**config.mk**
```make
export PLATFORM = sky130hd
export DESIGN_NAME = seq_detect
export DESIGN_NICKNAME = d
export VERILOG_FILES = /design/src/rtl/seq_detect_pkg.sv /design/src/rtl/seq_detect_sat_counter.sv /design/src/rtl/seq_detect.sv
export SDC_FILE = /design/constraint.sdc
export NUM_CORES = 1
export LEC_CHECK = 0
export ABC_AREA = 1
export BUFFER_PORTS_ARGS = -buffer_cell sky130_fd_sc_hd__buf_2
export CAP_MARGIN = 25
export CORE_MARGIN = 3
export CORE_UTILIZATION = 35
export DETAILED_ROUTE_END_ITERATION = 10
export GPL_ROUTABILITY_DRIVEN = 1
export PLACE_DENSITY = 0.61
export SYNTH_ARGS = -nofsm -noshare
export SYNTH_HDL_FRONTEND = slang
export SYNTH_SLANG_ARGS = --single-unit
```
**constraint.sdc**
```tcl
create_clock -name CLK -period 4.33 [get_ports CLK]
set_input_delay 0.6495 -clock CLK [delete_from_list [all_inputs] [get_ports CLK]]
set_output_delay 0.6495 -clock CLK [all_outputs]
set_load 0.05 [all_outputs]
```
**src/rtl/seq_detect_pkg.sv**
```systemverilog
// Shared types and limits for the serial pattern detector.
// Holds the FSM state enum and parameter range bounds.
package seq_detect_pkg;

  typedef enum logic [1:0] {
    IDLE = 2'b00,
    FILL = 2'b01,
    HUNT = 2'b10
  } seq_state_t;

  localparam int PAT_LEN_MIN = 2;
  localparam int PAT_LEN_MAX = 16;
  localparam int CNT_W_MIN   = 1;
  localparam int CNT_W_MAX   = 32;

endpackage

```
**src/rtl/seq_detect_sat_counter.sv**
```systemverilog
// Saturating up-counter with synchronous clear (clear wins).
// Ports: CLK, RST (async high), inc, clr -> q [W].
module sat_counter #(
  parameter int W = 8
) (
  input  logic         CLK,
  input  logic         RST,
  input  logic         inc,
  input  logic         clr,
  output logic [W-1:0] q
);

  logic [W-1:0] q_q;
  logic [W-1:0] q_d;

  always_comb begin
    q_d = q_q;
    if (clr) begin
      q_d = '0;
    end else if (inc && (q_q != {W{1'b1}})) begin
      q_d = q_q + W'(1);
    end
  end

  always_ff @(posedge CLK or posedge RST) begin
    if (RST) q_q <= '0;
    else     q_q <= q_d;
  end

  assign q = q_q;

endmodule

```
**src/rtl/seq_detect.sv**
```systemverilog
// Serial bit-pattern detector, runtime pattern, overlap mode.
// Ports: CLK, RST, en, din, pat_load, pat_in, overlap, cnt_clr
//        -> match (pulse), match_cnt (saturating), busy.
module seq_detect
  import seq_detect_pkg::*;
#(
  parameter int PAT_LEN = 4,
  parameter int CNT_W   = 8
) (
  input  logic               CLK,
  input  logic               RST,
  input  logic               en,
  input  logic               din,
  input  logic               pat_load,
  input  logic [PAT_LEN-1:0] pat_in,
  input  logic               overlap,
  input  logic               cnt_clr,
  output logic               match,
  output logic [CNT_W-1:0]   match_cnt,
  output logic               busy
);

  localparam int FW = $clog2(PAT_LEN + 1);
  localparam logic [FW-1:0] LAST = FW'(PAT_LEN - 1);

  if (PAT_LEN < PAT_LEN_MIN || PAT_LEN > PAT_LEN_MAX) begin : g_bad_len
    $error("seq_detect: PAT_LEN out of range");
  end
  if (CNT_W < CNT_W_MIN || CNT_W > CNT_W_MAX) begin : g_bad_cnt
    $error("seq_detect: CNT_W out of range");
  end

  seq_state_t         state_q, state_d;
  logic [PAT_LEN-1:0] pat_q, pat_d;
  logic [PAT_LEN-1:0] hist_q, hist_d;
  logic [FW-1:0]      fill_q, fill_d;
  logic               match_q, match_d;
  logic [PAT_LEN-1:0] hist_sh;
  logic               hit;

  assign hist_sh = {hist_q[PAT_LEN-2:0], din};
  assign hit     = (hist_sh == pat_q);

  always_comb begin
    state_d = state_q;
    pat_d   = pat_q;
    hist_d  = hist_q;
    fill_d  = fill_q;
    match_d = 1'b0;
    if (pat_load) begin
      pat_d   = pat_in;
      hist_d  = '0;
      fill_d  = '0;
      state_d = FILL;
    end else begin
      unique case (state_q)
        IDLE: ;
        FILL: begin
          if (en) begin
            hist_d = hist_sh;
            fill_d = fill_q + FW'(1);
            if (fill_q == LAST) begin
              state_d = HUNT;
              match_d = hit;
            end
          end
        end
        HUNT: begin
          if (en) begin
            hist_d  = hist_sh;
            match_d = hit;
          end
        end
        default: state_d = IDLE;
      endcase
      // Non-overlap: a full fresh pattern is needed after any hit.
      if (match_d && !overlap) begin
        fill_d  = '0;
        state_d = FILL;
      end
    end
  end

  always_ff @(posedge CLK or posedge RST) begin
    if (RST) begin
      state_q <= IDLE;
      pat_q   <= '0;
      hist_q  <= '0;
      fill_q  <= '0;
      match_q <= 1'b0;
    end else begin
      state_q <= state_d;
      pat_q   <= pat_d;
      hist_q  <= hist_d;
      fill_q  <= fill_d;
      match_q <= match_d;
    end
  end

  sat_counter #(
    .W(CNT_W)
  ) u_cnt (
    .CLK(CLK),
    .RST(RST),
    .inc(match_d),
    .clr(cnt_clr),
    .q  (match_cnt)
  );

  assign match = match_q;
  assign busy  = (state_q != IDLE);

endmodule

```
Yosys cells after proc, flatten, opt, wreduce, memory -nomap -nowiden
Index checks and enable logic that the tools add are counted.

word-level totals
  register bits after elaboration = 21
  input bits = 11
  output and inout port bits = 10
  word-level logic and storage cells = 51

operators by class
  $add $sub $neg = 2
  eq/ne operators = 8
  mux-type cells = 20
  reductions and logical operators = 15

operators with widths
  cell                 count
  $mux 3               7
  $mux 8               2
  $add 8x1->8 const B  1
  $mux 2               4
  $ne 4x4->1 const B   2
  $ne 8x8->1 const B   1
  $reduce_bool 2->1    4
  $reduce_bool 3->1    2
  $mux 1               5
  $eq 4x4->1           1
  $pmux 2 s2           1
  $reduce_and 2->1     2
  $reduce_or 2->1      2
  $add 3x1->3 const B  1
  $eq 3x2->1 const B   1
  $ne 3x1->1 const B   1
  $reduce_and 3->1     1
  $eq 2x1->1 const B   1
  $eq 2x2->1 const B   1
  $logic_and 1x1->1    2
  $logic_not 2->1      1
  $pmux 1 s2           1
  $logic_not 1->1      1

Logic depth before layout (Yosys ltp)
Gate-level depths: netlist (run 1).

  word-level depth = 9
  depth in mapped cells = 12
  depth with buffers taken out = 12

By module
A second synthesis (run 1) with hierarchy kept.

unflattened totals
  cells, all modules = 162
  area total of the unflattened synthesis = 1246.2 µm²

modules (own cells, without submodules)
  module       instances  cells each  area each (µm²)  sequential area each (µm²)
  seq_detect   1          93          739.5            325.3
  sat_counter  1          69          506.7            200.2

Worst setup path before layout (run 1)
OpenSTA, ideal clock, no wires.

  path type = register -> register
  from = reg u_cnt.q_q[0], in the netlist u_cnt.q[0]
  to = reg u_cnt.q_q[0], in the netlist u_cnt.q[0]
  setup time = 119 ps
  data arrival time = 1712 ps
  data required time = 4211 ps
  setup slack = 2499 ps
  stages on the path, launching flop included = 11
  period minus slack after synthesis = 1831 ps
  cell sequence = dfrtp_1 -> ha_1 -> nand2_1 -> inv_1 -> nand2_1 -> nor2_1 -> nand3_1 -> nand2_4 -> nand2_4 -> nand2_1 -> nand2_1

between the ends
  cells in the longest elaborated chain, start to end = 3
  elaborated cells between the ends (all ways) = 6
  classes of those cells = add/sub: 1; eq/ne: 1; mux: 2; reduce/logical: 2

ends and longest elaborated chain
  what                                                RTL line                                                    source
  start: declaration                                  seq_detect_sat_counter.sv:13                                logic [W-1:0] q_q;
  start signal: assignment                            seq_detect_sat_counter.sv:27                                else q_q <= q_d;
  $add 8x1->8 / $ne 8x8->1 (equally long branches)    seq_detect_sat_counter.sv:21, seq_detect_sat_counter.sv:20
  $mux 8 / $logic_and 1x1->1 (equally long branches)  seq_detect_sat_counter.sv:20                                end else if (inc && (q_q != {W{1'b1}})) begin
  $mux 8 / $reduce_bool 2->1 (equally long branches)  -

Parallel ways exist; a longest one is shown, timed or not. The select of a mux whose other input is x is not followed.
A chain may end at the register's enable or synchronous reset.

Worst setup path in the final report (run 1)
  from = reg state_q[0]
  to = out busy

between the ends
  cells in the longest elaborated chain, start to end = 1

ends and longest elaborated chain
  what                      RTL line           source
  start: declaration        seq_detect.sv:33   seq_state_t state_q, state_d;
  start signal: assignment  seq_detect.sv:92   state_q <= state_d;
  $reduce_bool 2->1         seq_detect.sv:111  assign busy = (state_q != IDLE);
  end: declaration          seq_detect.sv:20   output logic busy

Every way passes these cells.

==> flow_summary.ini, run 1 <==
[critical_path]
rr_worst_depth = 10
critPathCaptureType = output port
critPathKind = reg2out
cp_max_fo = 4
critPathRequiredTime_ps = 3680
r2r_end = u_cnt.q[5]
setup.worst_path.start_class = flop
worstPathArrival_ps = 1290
ff2ff_setup_slack_ps = 2650
r2r_start = state_q[0]

[cells_and_area]
layout-drive-gt1-share_pct = 18.78
fin_nets = 199
syn2layout_area_growth_pct = 14.27
fin_cells = 225
antenna_cells = 0

[drt]
viasPerCell = 4.702
drc = 0
wl_per_cell_microns = 10.92
drtPass1Iterations = 4
via_count = 1058
drtIter0Drc = 61
routed_wl_microns = 2458
drt.antenna.violating_nets = 0

[power_and_ir_drop]
finalPower_uw = 391.2
combinationalPowerShare_pct = 20.8
p_per_area_mw_per_mm2 = 280.9
leakage_nw = 0.7701
clockPowerShare_pct = 23.9
pwr-share-seq_pct = 55.3
p_switching_uw = 123.0
vdd_drop_max_mv = 0.08413
power_switching_share_pct = 31.45
p_int_uw = 268.2

[synth]
avgSynthCellArea_sq_um = 7.665
synth_seq_cells = 21
synth_warnings = 0
syn_area_sq_mm = 0.001219
seq_area_frac_synth_pct = 43.12
syn_inst = 159
synth_cell_type_count = 25
syn_nets = 176

[sta]
max_slew.worst_pin.slew_ps = 789.0
slew_headroom_pct = 47.34
min_period_ps = 1935
drv_slew = 0
grt_setup_unrepaired = false
hold_viol = 0
fmax_ghz = 0.5168
setup_tns_ps = 0
finalCritPeriodShare_pct = 44.69
holdWs_ps = 466.9
finClkSkew_ps = 12.07
setup_viol = 0

[placed_design]
hpwl_microns = 1910
gp_congestion = 0.8362
placed_cells = 221
io_buffer_count = 20

[die]
fp-row-count = 20
fp.dieW_microns = 65.01
io_pins = 21
dieArea_sq_mm = 0.004226
die_h_microns = 65.01
start_util_pct = 38.35
fp.coreArea_sq_mm = 0.003178

[global_routing]
grt_pass1_vias = 1028
grtUsageMet2_pct = 21.46
grt_antenna_before_repair = 0
grt_overflow = 0
use_met1_pct = 16.14
grt_util_met3_pct = 2.600
top_usage_layer = met2
grt_max_degree = 22
grt_pass1_wl_microns = 4291
grt_usage_pct = 12.87

[clock_network]
cts_buffer_depth = 2
hold_buffers = 0
htree_levels = 1
clk_latency_ps = 310
numClockSinks = 21
cts_resized = 0
postCtsSetupRepairBufs = 0
clock-root-buffer = clkbuf_4
cts_tree = yes
clk_pin_slew_worst_paths_ps = 120
cts_buffers = 3

[flow_run]
cap_viol_max_count = 0

[hold_path]
min_path_type = in2async

[run_status]
status = finished, final reports clean
power groups by stage:
stage	Combinational (mW)	Sequential, mW	Clock [mW]
after floorplan	0.0573	0.222	0
after global placement	0.0795	0.220	0
after detailed placement	0.0820	0.220	0
after CTS	0.0824	0.216	0.0993
after global routing	0.0924	0.218	0.108
final	0.0814	0.216	0.0937
routing by layer:
metal / up-vias / part of all wire, %
li1: 547 / -
met1: 486 / 49
met2: 21 / 45
met3: 4 / 5.0
met4: 0 / 0.98
met5: - / 0
final cells by class:
cell class | instances | area [sq um]
fillers | 348 | 1785
multi-input cells | 110 | 586.8
flip-flops and latches | 21 | 525.5
repair buffers | 20 | 100.1
inverters | 26 | 97.59
well taps | 44 | 55.05
clock buffers | 3 | 22.52
clock inverters | 1 | 5.005
critical path: stages, from the launching register on:
cell     delay, ps
dfrtp_1        390
inv_1           90
ha_1           200
inv_1           50
buf_2          250
through the flow:
step	setup WS [ps]	instance area (sq um)	utilization [%]
after CTS	2363	1393	43.82
after floorplan	2499	1219	-
final	2395	1393	43.82
after global routing	2305	1393	43.82
after global placement	2665	1365	42.95
after detailed placement	2639	1365	42.95
cells in the final DEF, fill, tap and decap left out, types with 2 or more instances in the layout:
cell type   n
xor2_1      3
nand4_1     2
inv_2       2
nand3_1    18
nor3_1      2
inv_1      23
clkbuf_4    3
nor2_2      2
o21ai_0     9
ha_1        6
buf_2      20
nand2_1    46
nor2_1      9
nor3b_1     2
dfrtp_1    21
nand3b_1    2
nand2_4     2
worst max path at each step:
stage / slack (ps) / depth (start not counted) / from / endpoint
after detailed placement: 2640 / 10 / din / u_cnt.q[1]
after floorplan: 2500 / 10 / u_cnt.q[0] / u_cnt.q[0]
after global routing: 2300 / 4 / state_q[0] / busy
after global placement: 2670 / 8 / en / fill_q[0]
after CTS: 2360 / 4 / state_q[0] / busy
final: 2400 / 4 / state_q[0] / busy
synthesized netlist by cell type:
cell | n | area share, %
nor2_1 | 9 | 2.8
o31ai_1 | 1 | 0.62
inv_2 | 2 | 0.62
nor3b_1 | 2 | 1.2
nor3_1 | 2 | 0.82
nor2_4 | 1 | 0.92
o21ai_0 | 9 | 3.7
nand2_1 | 46 | 14
nand3_2 | 1 | 0.82
nand2_2 | 1 | 0.51
o21a_1 | 1 | 0.62
dfrtp_1 | 21 | 43
inv_1 | 23 | 7.1
clkbuf_1 | 1 | 0.31
buf_2 | 1 | 0.41
a21oi_2 | 1 | 0.72
nor2_2 | 2 | 1.0
xor2_1 | 3 | 2.2
nand3b_1 | 2 | 1.2
ha_1 | 6 | 6.2
nand3_1 | 18 | 7.4
nand2_4 | 2 | 1.8
nand4_1 | 2 | 1.0
clkinv_1 | 1 | 0.31
o21ai_1 | 1 | 0.41
flip-flops by register name (all words and copies together) (netlist names):
signal,flops
u_cnt.q,8
pat_q,4
fill_q,3
hist_q,3
state_q,2
match,1
kinds of logic after synthesis:
logic type | after synthesis | share of synthesized area, %
AO/OA/AOI/OAI | 13 | 6.057
buffers and inverters | 28 | 8.726
flip-flops | 21 | 43.12
adder cells (fa/ha/maj) | 6 | 6.160
AND/OR/NAND/NOR | 88 | 33.78
XOR/XNOR | 3 | 2.156
(Power assumes the default switching activity.)
==> run 2: changes to the inputs <==
clock period = 2 ns   (was 4.33 ns; I/O delays follow)
==> run 2 against run 1 <==
Against the previous run:
- wire length shrank 1.4%
- clock skew is 11 ps lower
- die area unchanged
- critical endpoint is now u_cnt.q[4]
- largest power group unchanged
- highest routed layer unchanged
==> flow_summary.ini, run 2 (synthesis gave the netlist of run 1 again) <==
[cells_and_area]
layout_commonest_cell = nand2_1
final_cell_mix = 46 x nand2_1, 23 x inv_1, 21 x dfrtp_1, 20 x buf_2, 18 x nand3_1
fin_nets = 200
syn2layout_area_growth_pct = 14.78
finalCoreUtilization_pct = 44.02
layout-drive-gt1-share_pct = 18.68
largest_register_ffs = 8
antenna_cells = 0

[critical_path]
setup.worst_path.start_class = flop
ff2ff_setup_slack_ps = 330
critPathRequiredTime_ps = 2240
rr_worst_depth = 10
critPathCaptureType = flop
worstPathArrival_ps = 1910
critPathKind = reg2reg
cp_max_fo = 9

[drt]
drt.antenna.violating_nets = 0
via_count = 1051
top_layer_used = met4
wl_per_cell_microns = 10.72
routed-wl-met3_microns = 77
drtPass1Iterations = 4
wl_met1_microns = 1244
drtIter0Drc = 39
routed_wl_microns = 2423
wl_met2_microns = 1087
viasPerCell = 4.650
drc = 0

[global_routing]
grt_pass1_wl_microns = 4236
grt_overflow = 0
grt_usage_pct = 12.79
grt_pass1_vias = 979
grt_max_degree = 22
grt_antenna_before_repair = 0

[clock_network]
hold_buffers = 0
clk_latency_ps = 290
cts_resized = 0
htree_levels = 1
cts_buffer_depth = 2
numClockSinks = 21
postCtsSetupRepairBufs = 0
clock-root-buffer = clkbuf_4
cts_tree = yes
clk_pin_slew_worst_paths_ps = 110
cts_buffers = 3

[sta]
max_slew.worst_pin.slew_ps = 271.4
grt_setup_unrepaired = false
setup_viol = 0
finClkSkew_ps = 0.8438
min_period_ps = 1668
slew_headroom_pct = 81.91
setup_tns_ps = 0
fmax_ghz = 0.5996
finalCritPeriodShare_pct = 83.39
drv_slew = 0
hold_viol = 0

[die]
die_h_microns = 65.01
start_util_pct = 38.35
dieArea_sq_mm = 0.004226
fp-row-count = 20
fp.dieW_microns = 65.01
io_pins = 21
fp.coreArea_sq_mm = 0.003178

[power_and_ir_drop]
p_per_area_mw_per_mm2 = 599.9
leakage_nw = 0.7722
finalPower_uw = 839.2
vdd_drop_max_mv = 0.1999

[placed_design]
io_buffer_count = 20
hpwl_microns = 1885
gp_congestion = 0.8769

[run_status]
status = finished, final reports clean

[hold_path]
min_path_type = in2async

[flow_run]
cap_viol_max_count = 0
## run 2: metal layers
metal	up-vias	GRT usage (%)
met1	484	17.88
met5	-	0
met2	17	19.41
met3	2	2.600
met4	0	4.749
li1	548	-
## run 2: area by class of cell
| cell class | count | area [sq um] |
|---|---|---|
| repair buffers | 21 | 107.6 |
| clock buffers | 4 | 26.28 |
| fillers | 339 | 1779 |
| inverters | 26 | 97.59 |
| multi-input cells | 110 | 586.8 |
| well taps | 44 | 55.05 |
| flip-flops and latches | 21 | 525.5 |
## run 2: final timing paths
check	startpoint	end
hold / removal	RST	fill_q[0]
setup reg to reg	state_q[0]	u_cnt.q[4]
setup / recovery	state_q[0]	u_cnt.q[4]
hold reg to reg	fill_q[1]	fill_q[1]
max in group asynchronous	RST	hist_q[2]
min in group CLK	pat_in[1]	pat_q[1]
## run 2: through the flow
| step | hold WS, ps | instance area (sq um) | setup WS (ps) | std cells |
|---|---|---|---|---|
| 6_report | 11.08 | 1399 | 332.2 | 226 |
| 2_1_floorplan | 276.5 | 1219 | 169.3 | 159 |
| 5_1_grt | 25.73 | 1399 | 129.0 | 226 |
| 4_1_cts | 7.442 | 1399 | 326.2 | 226 |
| 3_5_place_dp | 346.0 | 1373 | 348.1 | 222 |
| 3_3_place_gp | 341.3 | 1373 | 400.1 | 222 |
## run 2: worst max-delay path, stage by stage (launching register included)
cell and delay, ps:
dfrtp_1 390, inv_1 90, ha_1 310, nand2_2 90, a21oi_2 140, nand3_2 120
nor2_4 130, nand2_4 100, nand2_4 110, nand2_1 70, nand2_1 60
## run 2: report_power, final
part           switching, mW  total (mW)  internal, mW
registers             0.0183       0.468         0.450
logic                  0.118       0.175        0.0570
clock network          0.118       0.196        0.0775
